`src/rtl/lb_pkg.sv`:
```
// Shared definitions for the line-buffer scheduler: buffer count, FSM codes
// and the buffer-mask helpers used by the write and read sides.
package lb_pkg;

    localparam int NUM_LB = 4;

    localparam logic [1:0] ST_IDLE  = 2'd0;
    localparam logic [1:0] ST_RUN   = 2'd1;
    localparam logic [1:0] ST_DRAIN = 2'd2;
    localparam logic [1:0] ST_DONE  = 2'd3;

    function automatic logic [NUM_LB-1:0] onehot_lb(input logic [1:0] idx);
        logic [NUM_LB-1:0] mask;
        mask      = '0;
        mask[idx] = 1'b1;
        return mask;
    endfunction

    // A window spans three consecutive buffers starting at the oldest line, modulo 4.
    function automatic logic [NUM_LB-1:0] read_mask(input logic [1:0] base);
        return onehot_lb(base) | onehot_lb(base + 2'd1) | onehot_lb(base + 2'd2);
    endfunction

endpackage

```
`src/rtl/line_counter.sv`:
```
// Column counter for one side of the scheduler; line_done flags the advance
// that consumes the last column of a line.
module line_counter #(
    parameter  int IMG_W = 512,
    localparam int CW    = (IMG_W > 1) ? $clog2(IMG_W) : 1
) (
    input  logic          Clk,
    input  logic          Rst,
    input  logic          i_clear,
    input  logic          i_advance,
    output logic [CW-1:0] col,
    output logic          line_done
);

    logic [CW-1:0] r_col;
    logic          w_at_last;

    assign w_at_last = (r_col == CW'(IMG_W - 1));
    assign line_done = i_advance & w_at_last;
    assign col       = r_col;

    always_ff @(posedge Clk) begin
        if (Rst || i_clear) begin
            r_col <= '0;
        end else if (line_done) begin
            r_col <= '0;
        end else if (i_advance) begin
            r_col <= r_col + CW'(1);
        end
    end

endmodule

```
`src/rtl/lb_scheduler.sv`:
```
// Schedules pixel writes into four rotating line buffers and 3x3 window reads
// out of them, tracking how many complete lines are resident.
module lb_scheduler
    import lb_pkg::*;
#(
    parameter int IMG_W = 512,
    parameter int IMG_H = 512
) (
    input  logic              Clk,
    input  logic              Rst,
    input  logic              start_in,
    input  logic              pixel_valid_in,
    output logic              pixel_ready_out,
    input  logic              dma_ready_in,
    output logic [NUM_LB-1:0] wr_en_lb,
    output logic [NUM_LB-1:0] rd_en_lb,
    output logic [1:0]        rd_sel,
    output logic              window_valid_out,
    output logic              T_last,
    output logic              frame_done,
    output logic              busy
);

    localparam int CW = (IMG_W > 1) ? $clog2(IMG_W) : 1;
    localparam int LW = $clog2(IMG_H + 1);

    logic [1:0]    r_state;
    logic [1:0]    w_next_state;
    logic [1:0]    r_wr_buf;
    logic [1:0]    r_rd_buf;
    logic [LW-1:0] r_lines_written;
    logic [LW-1:0] r_rows_read;
    logic [LW-1:0] w_rows_read_next;
    logic [2:0]    r_occupancy;
    logic [2:0]    w_occupancy_next;
    logic          r_window_valid;
    logic          w_window_valid_next;
    logic [CW-1:0] w_wr_col;
    logic [CW-1:0] w_rd_col;
    logic          w_xfer;
    logic          w_accept;
    logic          w_wr_line_done;
    logic          w_rd_line_done;
    logic          w_clear;
    logic          w_unused_wr_col;

    assign w_clear = (r_state == ST_DONE);

    // Outputs are gated by Rst so they read zero for the whole reset cycle.
    assign pixel_ready_out  = !Rst && (r_state == ST_RUN) && (r_occupancy < 3'd4);
    assign w_xfer           = pixel_valid_in && pixel_ready_out;
    assign wr_en_lb         = w_xfer ? onehot_lb(r_wr_buf) : '0;
    assign window_valid_out = !Rst && r_window_valid;
    assign w_accept         = window_valid_out && dma_ready_in;
    assign rd_en_lb         = w_accept ? read_mask(r_rd_buf) : '0;
    assign rd_sel           = Rst ? 2'd0 : r_rd_buf;
    assign T_last           = w_accept && (r_rows_read == LW'(IMG_H - 3))
                              && (w_rd_col == CW'(IMG_W - 1));
    assign frame_done       = !Rst && (r_state == ST_DONE);
    assign busy             = !Rst && (r_state != ST_IDLE);
    assign w_unused_wr_col  = ^w_wr_col;

    line_counter #(.IMG_W(IMG_W)) u_wr_counter (
        .Clk       (Clk),
        .Rst       (Rst),
        .i_clear   (w_clear),
        .i_advance (w_xfer),
        .col       (w_wr_col),
        .line_done (w_wr_line_done)
    );

    line_counter #(.IMG_W(IMG_W)) u_rd_counter (
        .Clk       (Clk),
        .Rst       (Rst),
        .i_clear   (w_clear),
        .i_advance (w_accept),
        .col       (w_rd_col),
        .line_done (w_rd_line_done)
    );

    always_comb begin
        w_next_state = r_state;
        case (r_state)
            ST_IDLE:  if (start_in) w_next_state = ST_RUN;
            ST_RUN:   if (w_wr_line_done && (r_lines_written == LW'(IMG_H - 1)))
                          w_next_state = ST_DRAIN;
            ST_DRAIN: if (T_last) w_next_state = ST_DONE;
            default:  w_next_state = ST_IDLE;
        endcase
    end

    // A write line and a read row finishing together leave occupancy as it is.
    always_comb begin
        w_occupancy_next = r_occupancy;
        if (w_wr_line_done && !w_rd_line_done) begin
            w_occupancy_next = r_occupancy + 3'd1;
        end else if (!w_wr_line_done && w_rd_line_done) begin
            w_occupancy_next = r_occupancy - 3'd1;
        end
    end

    assign w_rows_read_next    = w_rd_line_done ? (r_rows_read + LW'(1)) : r_rows_read;
    assign w_window_valid_next = ((w_next_state == ST_RUN) || (w_next_state == ST_DRAIN))
                                 && (w_occupancy_next >= 3'd3)
                                 && (w_rows_read_next < LW'(IMG_H - 2));

    always_ff @(posedge Clk) begin
        if (Rst) begin
            r_state         <= ST_IDLE;
            r_wr_buf        <= '0;
            r_rd_buf        <= '0;
            r_lines_written <= '0;
            r_rows_read     <= '0;
            r_occupancy     <= '0;
            r_window_valid  <= 1'b0;
        end else begin
            r_state        <= w_next_state;
            r_window_valid <= w_window_valid_next;
            if (w_clear) begin
                r_wr_buf        <= '0;
                r_rd_buf        <= '0;
                r_lines_written <= '0;
                r_rows_read     <= '0;
                r_occupancy     <= '0;
            end else begin
                if (w_wr_line_done) begin
                    r_wr_buf        <= r_wr_buf + 2'd1;
                    r_lines_written <= r_lines_written + LW'(1);
                end
                if (w_rd_line_done) begin
                    r_rd_buf <= r_rd_buf + 2'd1;
                end
                r_rows_read <= w_rows_read_next;
                r_occupancy <= w_occupancy_next;
            end
        end
    end

endmodule

```
`config.mk`:
```
export PLATFORM = sky130hd
export DESIGN_NAME = lb_scheduler
export DESIGN_NICKNAME = d
export VERILOG_FILES = /design/src/rtl/lb_pkg.sv /design/src/rtl/line_counter.sv /design/src/rtl/lb_scheduler.sv
export SDC_FILE = /design/constraint.sdc
export NUM_CORES = 1
export LEC_CHECK = 0
export ABC_AREA = 1
export CORE_ASPECT_RATIO = 1.5
export CORE_MARGIN = 3
export CORE_UTILIZATION = 49
export CTS_CLUSTER_DIAMETER = 200
export DETAILED_ROUTE_END_ITERATION = 16
export PLACE_DENSITY_LB_ADDON = 0.15
export SYNTH_ARGS = -nofsm -noshare
export SYNTH_HDL_FRONTEND = slang
export SYNTH_SLANG_ARGS = --single-unit
```
`constraint.sdc`:
```
create_clock -name Clk -period 1.8 [get_ports Clk]
set_clock_uncertainty 0.1 [all_clocks]
set_input_delay 0.45 -clock Clk [delete_from_list [all_inputs] [get_ports Clk]]
set_output_delay 0.45 -clock Clk [all_outputs]
set_load 0.005 [all_outputs]
```
Word-level counts from Yosys, hierarchy flattened
Index checks and enable logic that the tools add are counted.

Bits in read-only memories: 0. Register bits after elaboration: 48. Word-level logic and storage cells: 88. Memories: 0. Output and inout bits: 15. Input port bits: 5. Bits in latches: 0. Memory bits (writable): 0.

Muxes and demuxes: 18. Divide/modulo/power cells: 0. Reduce and logical (&&, ||, !) cells: 28. Bitwise logic cells: 4. $add $sub $neg: 9. $lt $le $gt $ge: 11. Shift-type cells: 0. Eq/ne operators: 9. Multiply operators: 0.

Operators by type and width (number): adder 10 x 1 -> 10 bit, second input constant (2); == test 10 x 9 -> 1 bit, second input constant (2); adder 9 x 1 -> 9 bit, second input constant (2); == test 9 bit, second input constant (2); logical AND 1 bit (18); < comparator 2 x 3 -> 1 bit, second input constant (4); < comparator 10 x 9 -> 1 bit, second input constant (1); 2-to-1 mux 10 bit (1); demux 1 bit (select 2 bit) (4); greater-or-equal comparator 2 x 1 -> 1 bit, second input constant (4); 2-to-1 mux 2 bit (4); 2-to-1 mux 4 bit (2); bitwise OR 4 bit (2); == test 2 bit, second input constant (3); 2-to-1 mux 3 bit (2); case mux 2 bit (3 select lines) (1); OR reduction 2 bit (3); adder 2 x 1 -> 2 bit, second input constant (2); == test 2 x 1 -> 1 bit, second input constant (2); 2-to-1 mux 1 bit (4); adder 3 x 1 -> 3 bit, second input constant (1); greater-or-equal comparator 3 x 2 -> 1 bit, second input constant (1); zero test 1 bit (3); < comparator 3 bit, second input constant (1); other kinds (6) (8).

Longest topological paths before layout
Gate-level depths: netlist of the first run.

Depth after elaboration: 12. Depth in mapped cells: 15. Gate-level depth less buffers: 15.

Hierarchy
From an unflattened synthesis of the first run, not the netlist that was laid out.

Cells, all modules: 389. Area total of the unflattened synthesis: 2682.6 µm².

Modules (own cells, without submodules): lb_scheduler (seq. area each 600.6 µm², cells an instance 263, area each 1809.2 µm², instances 1); line_counter (seq. area each 180.2 µm², cells an instance 63, area each 436.7 µm², instances 2).

Least setup slack after synthesis of the first run
No wires, ideal clock.

Path type: reg-to-reg. Start: reg u_rd_counter.r_col[1], in the netlist u_rd_counter.col[1]. End: reg r_window_valid. Library setup time: 110 ps. Data required time: 1590 ps. Period minus slack after synthesis: 1954 ps. Path buffers: 1. Arrival: 1744 ps. Stages on the path, launching flop included: 13. Slack: -154 ps. Path through: dfxtp_1 ha_1 nand3_1 nor3_1 ha_1 nand4_4 buf_2 o21ai_1 nand2_1 nor2_1 nand3_1 nand3_1 nor2_1.

Cells in the longest elaborated chain, start to end: 8. Elaborated cells on any way between the ends: 18. Those cells by class: 2 x order compare; 3 x eq/ne; 5 x mux; 1 x bitwise; 7 x reduce/logical.

RTL lines: start: declaration (line line_counter.sv:15) `logic [CW-1:0] r_col;`; start signal: assignment (line line_counter.sv:28) `r_col <= r_col + CW'(1);`; == test 9 bit (*) (line line_counter.sv:18, lb_scheduler.sv:58); branches (longest 6 deep; another with < comparator 10 x 9 -> 1 bit); logical AND 1 bit (*) (line lb_scheduler.sv:105) `&& (w_rows_read_next < LW'(IMG_H - 2));`; end signal: assignment (line lb_scheduler.sv:118) `r_window_valid <= w_window_valid_next;`; end: declaration (line lb_scheduler.sv:36) `logic r_window_valid;`.

Mark *: on every way between the ends. A chain may end at the register's enable or synchronous reset.

Final worst setup path of the first run
Start: reg u_wr_counter.r_col[0], in the netlist u_wr_counter.col[0]. End: reg r_window_valid.

Cells in the longest elaborated chain, start to end: 9. Elaborated cells on any way between the ends: 16. Those cells by class: 1 x order compare; 3 x eq/ne; 4 x mux; 1 x bitwise; 7 x reduce/logical.

RTL lines: start: declaration (line line_counter.sv:15); start signal: assignment (line line_counter.sv:28); == test 9 bit (*) (line line_counter.sv:18) `assign w_at_last = (r_col == CW'(IMG_W - 1));`; AND 1 bit (*) (line line_counter.sv:19) `assign line_done = i_advance & w_at_last;`; zero test 1 bit or logical AND 1 bit (tied branches) (line lb_scheduler.sv:97, lb_scheduler.sv:85); logical AND 1 bit or 2-to-1 mux 2 bit (tied branches) (line lb_scheduler.sv:97, lb_scheduler.sv:85); 2-to-1 mux 3 bit or case mux 2 bit (3 select lines) (tied branches) (line lb_scheduler.sv:97, lb_scheduler.sv:83); 2-to-1 mux 3 bit (tied with other cells) (line lb_scheduler.sv:95) `if (w_wr_line_done && !w_rd_line_done) begin`; greater-or-equal comparator 3 x 2 -> 1 bit or logical OR 1 bit (tied branches) (line lb_scheduler.sv:104, lb_scheduler.sv:103); logical AND 1 bit (*) (line lb_scheduler.sv:104) `&& (w_occupancy_next >= 3'd3)`; logical AND 1 bit (*) (line lb_scheduler.sv:105).

Every way passes the cells marked *; elsewhere a longest branch is shown, timed or not.

==> impl_metrics.tcl, run 1 <==
set metrics [dict create \
    status "finished, violations left" \
    violations "setup timing" \
    yosysMostFrequentCell "nand2_1" \
    rsz0062_at_grt "yes" \
    critPathArrivalTime_ns 2.25 \
    cts.sinks 48 \
    r2r_start "u_wr_counter.col[0]" \
    vias_per_cell 5.24 \
    die_w_um 66.2 \
    vdd_drop_max_mv 0.483 \
    cp-end-kind "flop" \
    synth_ff_type "dfxtp_1" \
    gr-usage-all-layers 0.223 \
    hold_viol 0 \
    antenna_found_initial 0 \
    fin_nets 520 \
    start_util 0.512 \
    fp-row-count 32 \
    min_period_ns 2.14 \
    ys_top_cells_by_area "dfxtp_1 36%, nand2_1 11%, ha_1 8.0%, inv_1 7.5%, nor2_1 6.6%" \
    synth.cell_area_sq_mm 0.00266 \
    setup_viol 48 \
    port_buffers 19 \
    ys_types 35 \
    cts_htree_levels 2 \
    min_to "u_rd_counter.col[8]" \
    fin_crit_sh 1.19 \
    place_congestion 0.859 \
    grt_max_degree 19 \
    min_path_type "flop to flop" \
    diodes 0 \
    avgRoutedWirePerCell_um 14.0 \
    path_class "flop to flop" \
    worstPathMaxFanout 6 \
    drtIter0Drc 161 \
    synth_top_area_share 0.361 \
    wl_um 7930 \
    die_h_um 96.3 \
    yosys.area.top_type "dfxtp_1" \
    drc 0 \
    dr_total_vias 2969 \
    whs_ns 0.375 \
    synth_edf_count 0 \
    leakagePower_uw 0.00185 \
    seq_area_frac_synth 0.361 \
    cts_tree "built" \
    drv_slew 0 \
    synth-warning-count 0 \
    max_slew_margin 0.552 \
    r2r_cells 13 \
    grt-ovfl-total 0 \
    clk_pin_slew_worst_paths_ns 0.09 \
    fin_ws_ns -0.339 \
    firstDrtPassIters 4 \
    syn-instance-count 376 \
    grt_pass1_wl_um 11000 \
    drive_above_1_share 0.467 \
    cts_hold_buffers 0 \
    final_antenna_net_count 0 \
    clk_path_buf_depth 2 \
    fp.coreArea_sq_mm 0.00520 \
    clk_latency_ns 0.31 \
    netlist_top_cells_count "78 x nand2_1, 53 x inv_1, 48 x dfxtp_1" \
    startpoint_type "flop" \
    min_delay_path_depth 2 \
    cap_violations 0 \
    cts_root_buf "clkbuf_8" \
    syn2layout_area_growth_pct 59.6 \
    fill_cells 336 \
    async_reset_ff_frac 0 \
    design_area_sq_mm 0.00425 \
    tightest_slew_ns 0.665 \
    cts_made_buffers 5 \
    rr_endpoint "r_window_valid" \
    pin_count 20 \
    ys_ff_latch 48 \
    dieArea_sq_mm 0.00638 \
    synth_nets 398 \
    p_per_area_mw_per_mm2 492 \
    hpwl_um 4610 \
    dpl_cell_area_sq_mm 0.00345 \
    avgSynthCellArea_sq_um 7.08 \
    reg2reg_slack_ns -0.34 \
    grt_pass1_vias 2509 \
    clock.fmax_mhz 468 \
    holdCritStartpoint "u_rd_counter.col[8]" \
    cp.required_ns 1.92 \
]
==> placed cells by master (no fill, tap or decap), types with 12 or more instances in the layout <==
cell	count
dfxtp_2	15
a21oi_1	25
buf_4	79
inv_1	49
nand2_2	13
dfxtp_1	31
o21ai_2	12
nand2_1	62
nand3_1	14
nor2_1	35
buf_6	20
==> worst max-delay path, stage by stage, from the launching register on <==
cell     delay [ns]
dfxtp_2        0.37
ha_4           0.14
nand4_1        0.15
nor3_2         0.28
ha_2           0.25
nand4_4        0.16
nand2_4        0.18
nand2_2        0.07
nand2_2        0.07
nand2_1        0.07
nand2_1        0.06
nand2_1        0.06
nand3_2        0.07
nor2_1         0.03
==> sequential cells by signal, indices dropped and copies added (netlist names) <==
register,flops
r_lines_written,10
u_rd_counter.col,9
r_window_valid,1
r_wr_buf,2
r_rows_read,10
r_occupancy,3
u_wr_counter.col,9
r_rd_buf,2
r_state,2
==> routing by layer <==
layer | part of all wire | global-route usage
met1 | 0.37 | 0.242
met3 | 0.025 | 0.0350
met4 | 0.042 | 0.0814
met2 | 0.56 | 0.423
met5 | 0 | 0
==> report_power, final <==
part           switching [uW]  internal [uW]
sequential               9.22           1070
combinational             118            102
clock                     381            413
==> area by class of cell <==
| cell class | count | area, sq um | share of cell area |
|---|---|---|---|
| multi-input cells | 267 | 1840 | 0.434 |
| repair buffers | 121 | 1010 | 0.237 |
| flip-flops and latches | 48 | 987 | 0.232 |
| inverters | 55 | 219 | 0.0515 |
| well taps | 68 | 85.1 | 0.0200 |
| clock buffers | 6 | 72.6 | 0.0171 |
| clock inverters | 2 | 35.0 | 0.00824 |
==> metrics by stage <==
step	util	std cells	worst slack, ns	power (uW)	setup TNS, ns
3_5_place_dp	0.663	525	-0.750	1250	-29.13
4_1_cts	0.743	552	-0.403	2050	-4.28
3_3_place_gp	0.663	525	-0.723	1240	-27.68
6_report	0.817	567	-0.339	2090	-7.09
5_1_grt	0.817	567	-0.462	2150	-11.51
2_1_floorplan	-	376	-0.0978	1170	-0.162
==> timing repair <==
action                     CTS  global route
gates cloned                 1             0
setup endpoints to repair   58            59
gates resized for setup    107           103
pin swaps                   16            28
buffers inserted            22            20
==> worst max-delay path by stage <==
stage	startpoint	endpoint	slack [ns]	cells after the start
after CTS	u_rd_counter.col[4]	T_last	-0.40	8
after detailed placement	Rst	wr_en_lb[0]	-0.75	5
after global placement	Rst	rd_en_lb[3]	-0.72	5
final	u_wr_counter.col[0]	r_window_valid	-0.34	13
after floorplan	u_rd_counter.col[1]	r_window_valid	-0.1	12
after global routing	u_wr_counter.col[0]	r_lines_written[9]	-0.46	9
==> cells by family after synthesis <==
family                     synth area share
AOI/OAI and AO/OA                     0.115
xor gates and xnor gates            0.00987
adders and majority gates            0.0798
buffers and inverters                0.0921
DFF                                   0.361
and+or+nand+nor                       0.343
Note: power is estimated with default switching activity, not from simulation.
==> run 2: changes to the inputs <==
--- a/config.mk
+++ b/config.mk
@@ -5,12 +5,12 @@
 export SDC_FILE = /design/constraint.sdc
 export NUM_CORES = 1
 export LEC_CHECK = 0
-export ABC_AREA = 1
 export CORE_ASPECT_RATIO = 1.5
 export CORE_MARGIN = 3
 export CORE_UTILIZATION = 49
 export CTS_CLUSTER_DIAMETER = 200
 export DETAILED_ROUTE_END_ITERATION = 16
+export GPL_ROUTABILITY_DRIVEN = 0
 export PLACE_DENSITY_LB_ADDON = 0.15
 export SYNTH_ARGS = -nofsm -noshare
 export SYNTH_HDL_FRONTEND = slang
==> run 2 against run 1 <==
Compared with the run above: the run still ends with setup timing left; sequential cell count stayed put; worst hold slack improved by 0.024 ns; sequential share of layout area grew 0.15 points; synthesized cell count shrank 22%; via count fell by 14%; area after synthesis down 5.1%; total power is 12% lower; critical path type is now flop to primary output; critical endpoint is now T_last; largest power group unchanged.
==> impl_metrics.tcl, run 2 <==
set metrics [dict create \
    status "finished, violations left" \
    violations "setup timing" \
    crit_slowest_cell "dfxtp_2" \
    cts_tree "built" \
    rsz0062_at_grt "yes" \
    r2r_start "u_rd_counter.col[0]" \
    cts_hold_buffers 0 \
    synth_nets 317 \
    top_regs "r_lines_written: 10 flops, r_rows_read: 10 flops" \
    clk_pin_slew_worst_paths_ns 0.08 \
    ys_ff_latch 48 \
    yosys.area.top_type "dfxtp_1" \
    syn-instance-count 295 \
    drtIter0Drc 107 \
    avgRoutedWirePerCell_um 17.2 \
    cap_violations 0 \
    grt_pass1_wl_um 11600 \
    cp_slowest_stage_delay_ns 0.36 \
    mostFrequentLayoutCells "74 x buf_4, 40 x dfxtp_1, 32 x nor2_1" \
    p_seq_frac 0.578 \
    use_met3 0.0443 \
    cpLargestDelayFamily "simple AND/OR/NAND/NOR gates" \
    synth_top_area_share 0.380 \
    tightest_slew_ns 0.564 \
    intPower_uw 1400 \
    drv_slew 0 \
    netlist_top_cells_count "48 x dfxtp_1, 45 x nor2_1, 26 x nand2_1" \
    avgSynthCellArea_sq_um 8.57 \
    hold_viol 0 \
    seq_area_frac_synth 0.380 \
    fin_ws_ns -0.518 \
    critPathArrivalTime_ns 1.77 \
    cts_root_buf "clkbuf_8" \
    vias_per_cell 5.40 \
    fp.coreArea_sq_mm 0.00493 \
    dieArea_sq_mm 0.00607 \
    path_class "flop to primary output" \
    start_util 0.513 \
    p_per_area_mw_per_mm2 441 \
    switching_power_uw 444 \
    firstDrtPassIters 4 \
    vdd_drop_max_mv 0.434 \
    worstPathMaxFanout 2 \
    p_sw_frac 0.241 \
    yosysMostFrequentCell "dfxtp_1" \
    holdCritStartpoint "r_lines_written[1]" \
    dr_total_vias 2560 \
    clockPowerShare 0.343 \
    hpwl_um 4520 \
    synth.cell_area_sq_mm 0.00253 \
    synth_edf_count 0 \
    async_reset_ff_frac 0 \
    synth_ff_type "dfxtp_1" \
    die_w_um 64.6 \
    cts_htree_levels 2 \
    combPwrFrac 0.079 \
    drc 0 \
    drive_above_1_share 0.517 \
    ys_types 44 \
    cp-startpoint "u_rd_counter.col[0]" \
    min_path_type "flop to flop" \
    cts.sinks 48 \
    whs_ns 0.400 \
    grt_max_degree 15 \
    port_buffers 19 \
    fin_nets 430 \
    grt.met2_usage 0.480 \
    crit_chain "ha_4 > nand3_4 > nor2_4 > ha_4 > nand4b_4 > nor4_2 > buf_4 > buf_6" \
    clock.fmax_mhz 431 \
    use_met1 0.242 \
    synth-warning-count 0 \
    fin_crit_sh 1.29 \
    antenna_found_initial 0 \
    wl_um 8140 \
    grt-ovfl-total 0 \
    setup_viol 46 \
    final_antenna_net_count 0 \
    syn2layout_area_growth_pct 65.2 \
    pin_count 20 \
    busiest_layer "met2" \
    finalNonFillerCells 474 \
    critPathMostFrequentCell "ha_4" \
    ys_top_cells_by_area "dfxtp_1 38%, ha_1 8.4%, nor2_1 6.7%, xnor2_1 5.2%, xor2_1 4.9%" \
    fp-row-count 31 \
    cp-end-kind "primary output" \
    layout_commonest_cell "buf_4" \
    gr-usage-all-layers 0.249 \
    clk_latency_ns 0.31 \
    max_slew_margin 0.623 \
    critPathBufInv 2 \
    dpl.cell_count 431 \
    die_h_um 94.0 \
    cp.required_ns 1.25 \
    clk_path_buf_depth 2 \
    cts_made_buffers 5 \
    diodes 0 \
    leakagePower_uw 0.00176 \
    grt_pass1_vias 2672 \
    min_period_ns 2.32 \
    startpoint_type "flop" \
]
==> run 2: logic make-up (layout without fill, tap and decap cells) <==
group | after synthesis | after routing | synth area share
and+or+nand+nor | 140 | 141 | 0.302
muxes | 2 | 2 | 0.00792
adders and majority gates | 17 | 17 | 0.0842
buffers and inverters | 25 | 137 | 0.0455
AOI/OAI and AO/OA | 34 | 34 | 0.0797
DFF | 48 | 48 | 0.380
xor gates and xnor gates | 29 | 29 | 0.100
==> run 2: path summary, 6_finish.rpt <==
path                         to  slack, ns  cells after the start
max reg2reg      r_window_valid      -0.46                     11
max                      T_last      -0.52                      8
min          r_lines_written[1]       0.40                      2
min reg2reg  r_lines_written[1]       0.40                      2
==> run 2: per-stage QoR <==
stage | power [uW] | TNS, ns | cell area, sq um | setup WS (ns) | utilization
final | 1840 | -8.55 | 4180 | -0.518 | 0.848
after global routing | 1910 | -12.40 | 4180 | -0.603 | 0.848
after CTS | 1830 | -7.44 | 3810 | -0.433 | 0.773
after detailed placement | 1190 | -33.20 | 3340 | -0.865 | 0.678
after global placement | 1190 | -31.63 | 3340 | -0.819 | 0.678
after floorplan | 1130 | -2.05 | 2640 | -0.348 | -
==> run 2: layer usage <==
metal / vias to the layer above / share of wire
li1: 1232 / -
met4: 0 / 0.046
met3: 33 / 0.033
met2: 66 / 0.57
met5: - / 0
met1: 1229 / 0.35
==> run 2: power by group through the flow <==
stage / logic [uW] / clock network [uW] / registers (uW)
finish: 145 / 631 / 1060
CTS: 113 / 653 / 1060
detailed placement: 96.8 / 0 / 1090
floorplan: 41.5 / 0 / 1090
global placement: 96.0 / 0 / 1090
global route: 154 / 688 / 1060
==> run 2: cell type report <==
| class | instances | area (sq um) |
|---|---|---|
| clock inverter | 2 | 12.5 |
| fill | 246 | 751 |
| sequential | 48 | 976 |
| timing repair buffer | 119 | 1040 |
| inverter | 11 | 41.3 |
| clock buffer | 5 | 68.8 |
| multi-input combinational | 223 | 1950 |
| tap | 66 | 82.6 |
==> run 2: worst min-delay path: cells and delay by family, from the launching register on <==
| kind | cells | cell delay [ns] |
|---|---|---|
| and+or+nand+nor | 1 | 0.07 |
| DFF | 1 | 0.34 |
| AOI/OAI and AO/OA | 1 | 0.05 |
==> run 2: what timing repair did <==
item | in CTS | in global routing
setup endpoints to repair | 63 | 50
buffers inserted | 20 | 20
pin swaps | 35 | 33
resized for setup | 117 | 61
cloned | 1 | 1
==> run 3: changes to the inputs <==
--- a/config.mk
+++ b/config.mk
@@ -12,6 +12,7 @@
 export DETAILED_ROUTE_END_ITERATION = 16
 export GPL_ROUTABILITY_DRIVEN = 0
 export PLACE_DENSITY_LB_ADDON = 0.15
+export SKIP_LAST_GASP = 1
 export SYNTH_ARGS = -nofsm -noshare
 export SYNTH_HDL_FRONTEND = slang
 export SYNTH_SLANG_ARGS = --single-unit
==> constraint.sdc (replaced) <==
create_clock -name Clk -period 3 [get_ports Clk]
set_clock_uncertainty 0.1 [all_clocks]
set_input_delay 0.75 -clock Clk [delete_from_list [all_inputs] [get_ports Clk]]
set_output_delay 0.75 -clock Clk [all_outputs]
set_load 0.005 [all_outputs]
==> run 3 against run 2 <==
Compared with the run above: the run now ends clean; non-clock buffer count decreased by 80; combinational power down 68%; wire length is 39% lower; worst hold slack worse by 0.028 ns; sequential share of layout area up 8.5 points; sequential cell count unchanged; critical path depth decreased by 5; total power shrank 36%; clock-buffer cell count grew 1; critical path type is now primary input to primary output; critical endpoint is now wr_en_lb[3]; largest cell class unchanged.
==> impl_metrics.tcl, run 3 (same netlist as run 2, synthesis figures left out) <==
set metrics [dict create \
    grt_pass1_wl_um 8800 \
    utilization 0.612 \
    layout_commonest_cell "dfxtp_1" \
    port_buffers 19 \
    mostFrequentLayoutCells "47 x dfxtp_1, 45 x nor2_1, 25 x nand2_1" \
    fin_nets 349 \
    dieArea_sq_mm 0.00607 \
    status "finished, final reports clean" \
    min_delay_path_depth 2 \
    pin_count 20 \
    r2r_start "u_wr_counter.col[0]" \
    vdd_drop_max_mv 0.302 \
    min_period_ns 2.83 \
    gr-usage-all-layers 0.181 \
    diodes 0 \
    rsz0062_at_grt "no" \
    drive_above_1_share 0.131 \
    clk_pin_slew_worst_paths_ns 0.08 \
    clk_path_buf_depth 2 \
    cts.sinks 48 \
    drc 0 \
    cp.required_ns 2.15 \
    start_util 0.513 \
    wl_um 4930 \
    clock.fmax_mhz 353 \
    dr_total_vias 2052 \
    min_path_type "flop to flop" \
    design_area_sq_mm 0.00301 \
    critPathMostFrequentCell "clkdlybuf4s50_1" \
    fin_crit_sh 0.945 \
    hpwl_um 3790 \
    worstPathMaxFanout 7 \
    cts_tree "built" \
    max_slew_margin 0.725 \
    grt-ovfl-total 0 \
    firstDrtPassIters 4 \
    crit_chain "clkdlybuf4s50_1 > and3_1 > clkdlybuf4s50_1" \
    crit_slowest_cell "clkdlybuf4s50_1" \
    cp_slowest_stage_delay_ns 0.55 \
    holdCritStartpoint "r_lines_written[1]" \
    cp-startpoint "pixel_valid_in" \
    drtIter0Drc 62 \
    syn2layout_area_growth_pct 19.3 \
    cts_hold_buffers 0 \
    fin_ws_ns 0.165 \
    cp-end-kind "primary output" \
    antenna_found_initial 0 \
    critPathBufInv 2 \
    grt_max_degree 16 \
    leakagePower_uw 0.00121 \
    path_class "primary input to primary output" \
    die_h_um 94.0 \
    setup_tns_ns 0 \
    die_w_um 64.6 \
    cts_htree_levels 2 \
    cts_made_buffers 5 \
    setup_viol 0 \
    critPathArrivalTime_ns 1.98 \
    cpLargestDelayFamily "buffers and inverters" \
    dpl_cell_area_sq_mm 0.00287 \
    final_antenna_net_count 0 \
    tightest_slew_ns 0.413 \
    vias_per_cell 5.21 \
    hold_viol 0 \
    startpoint_type "primary input" \
    avgRoutedWirePerCell_um 12.5 \
    cap_violations 0 \
    top_regs "r_lines_written: 10 flops, r_rows_read: 10 flops" \
    critical_path_cell_count 3 \
    r2r_cells 9 \
    fill_cells 464 \
    dp_slack_ns -0.353 \
    cts_root_buf "clkbuf_8" \
    drv_slew 0 \
    clk_latency_ns 0.30 \
    fp.coreArea_sq_mm 0.00493 \
    grt_pass1_vias 2026 \
    fp-row-count 31 \
    finalNonFillerCells 394 \
    dpl.cell_count 385 \
    p_per_area_mw_per_mm2 390 \
]
-- run 3: worst min-delay path: stages, from the launching register on --
cell and delay, ns:
dfxtp_1 0.32, nand2_1 0.05, a21oi_1 0.05
-- run 3: stage by stage --
stage | total power [uW] | hold slack (ns)
after floorplan | 679 | 0.341
after global placement | 701 | 0.346
after detailed placement | 701 | 0.364
after CTS | 1190 | 0.375
after global routing | 1220 | 0.391
final | 1180 | 0.371
-- run 3: report_power, final --
part | total [uW] | leakage (uW) | switching [uW] | internal [uW]
clock network | 489 | 0.0000614 | 217 | 273
registers | 640 | 0.000387 | 2.08 | 638
logic | 45.7 | 0.000761 | 25.3 | 20.4
-- run 3: layout make-up --
cell class / instances / area, sq um / area share
multi-input combinational: 222 / 1470 / 0.489
sequential: 48 / 962 / 0.319
timing repair buffer: 39 / 333 / 0.110
clock buffer: 6 / 82.6 / 0.0274
tap: 66 / 82.6 / 0.0274
inverter: 11 / 41.3 / 0.0137
clock inverter: 2 / 38.8 / 0.0129
-- run 3: worst paths after layout --
| path | to | slack (ns) |
|---|---|---|
| worst max-delay path | wr_en_lb[3] | 0.17 |
| worst min-delay path | r_lines_written[1] | 0.37 |
| worst min register to register | r_lines_written[1] | 0.37 |
| worst max register to register | r_window_valid | 0.42 |
-- run 3: what timing repair did --
item,4_1_cts,5_1_grt
buffers inserted,1,0
endpoints found under the setup margin,11,8
resized for setup,7,4
pin swaps,1,0
-- run 3: routing by layer --
| metal | GRT usage | wire length [um] | up-vias |
|---|---|---|---|
| met5 | 0 | 0 | - |
| met4 | 0.0582 | 71 | 0 |
| met3 | 0.0335 | 104 | 6 |
| met2 | 0.336 | 2630 | 22 |
| met1 | 0.204 | 2130 | 955 |
| li1 | - | - | 1069 |
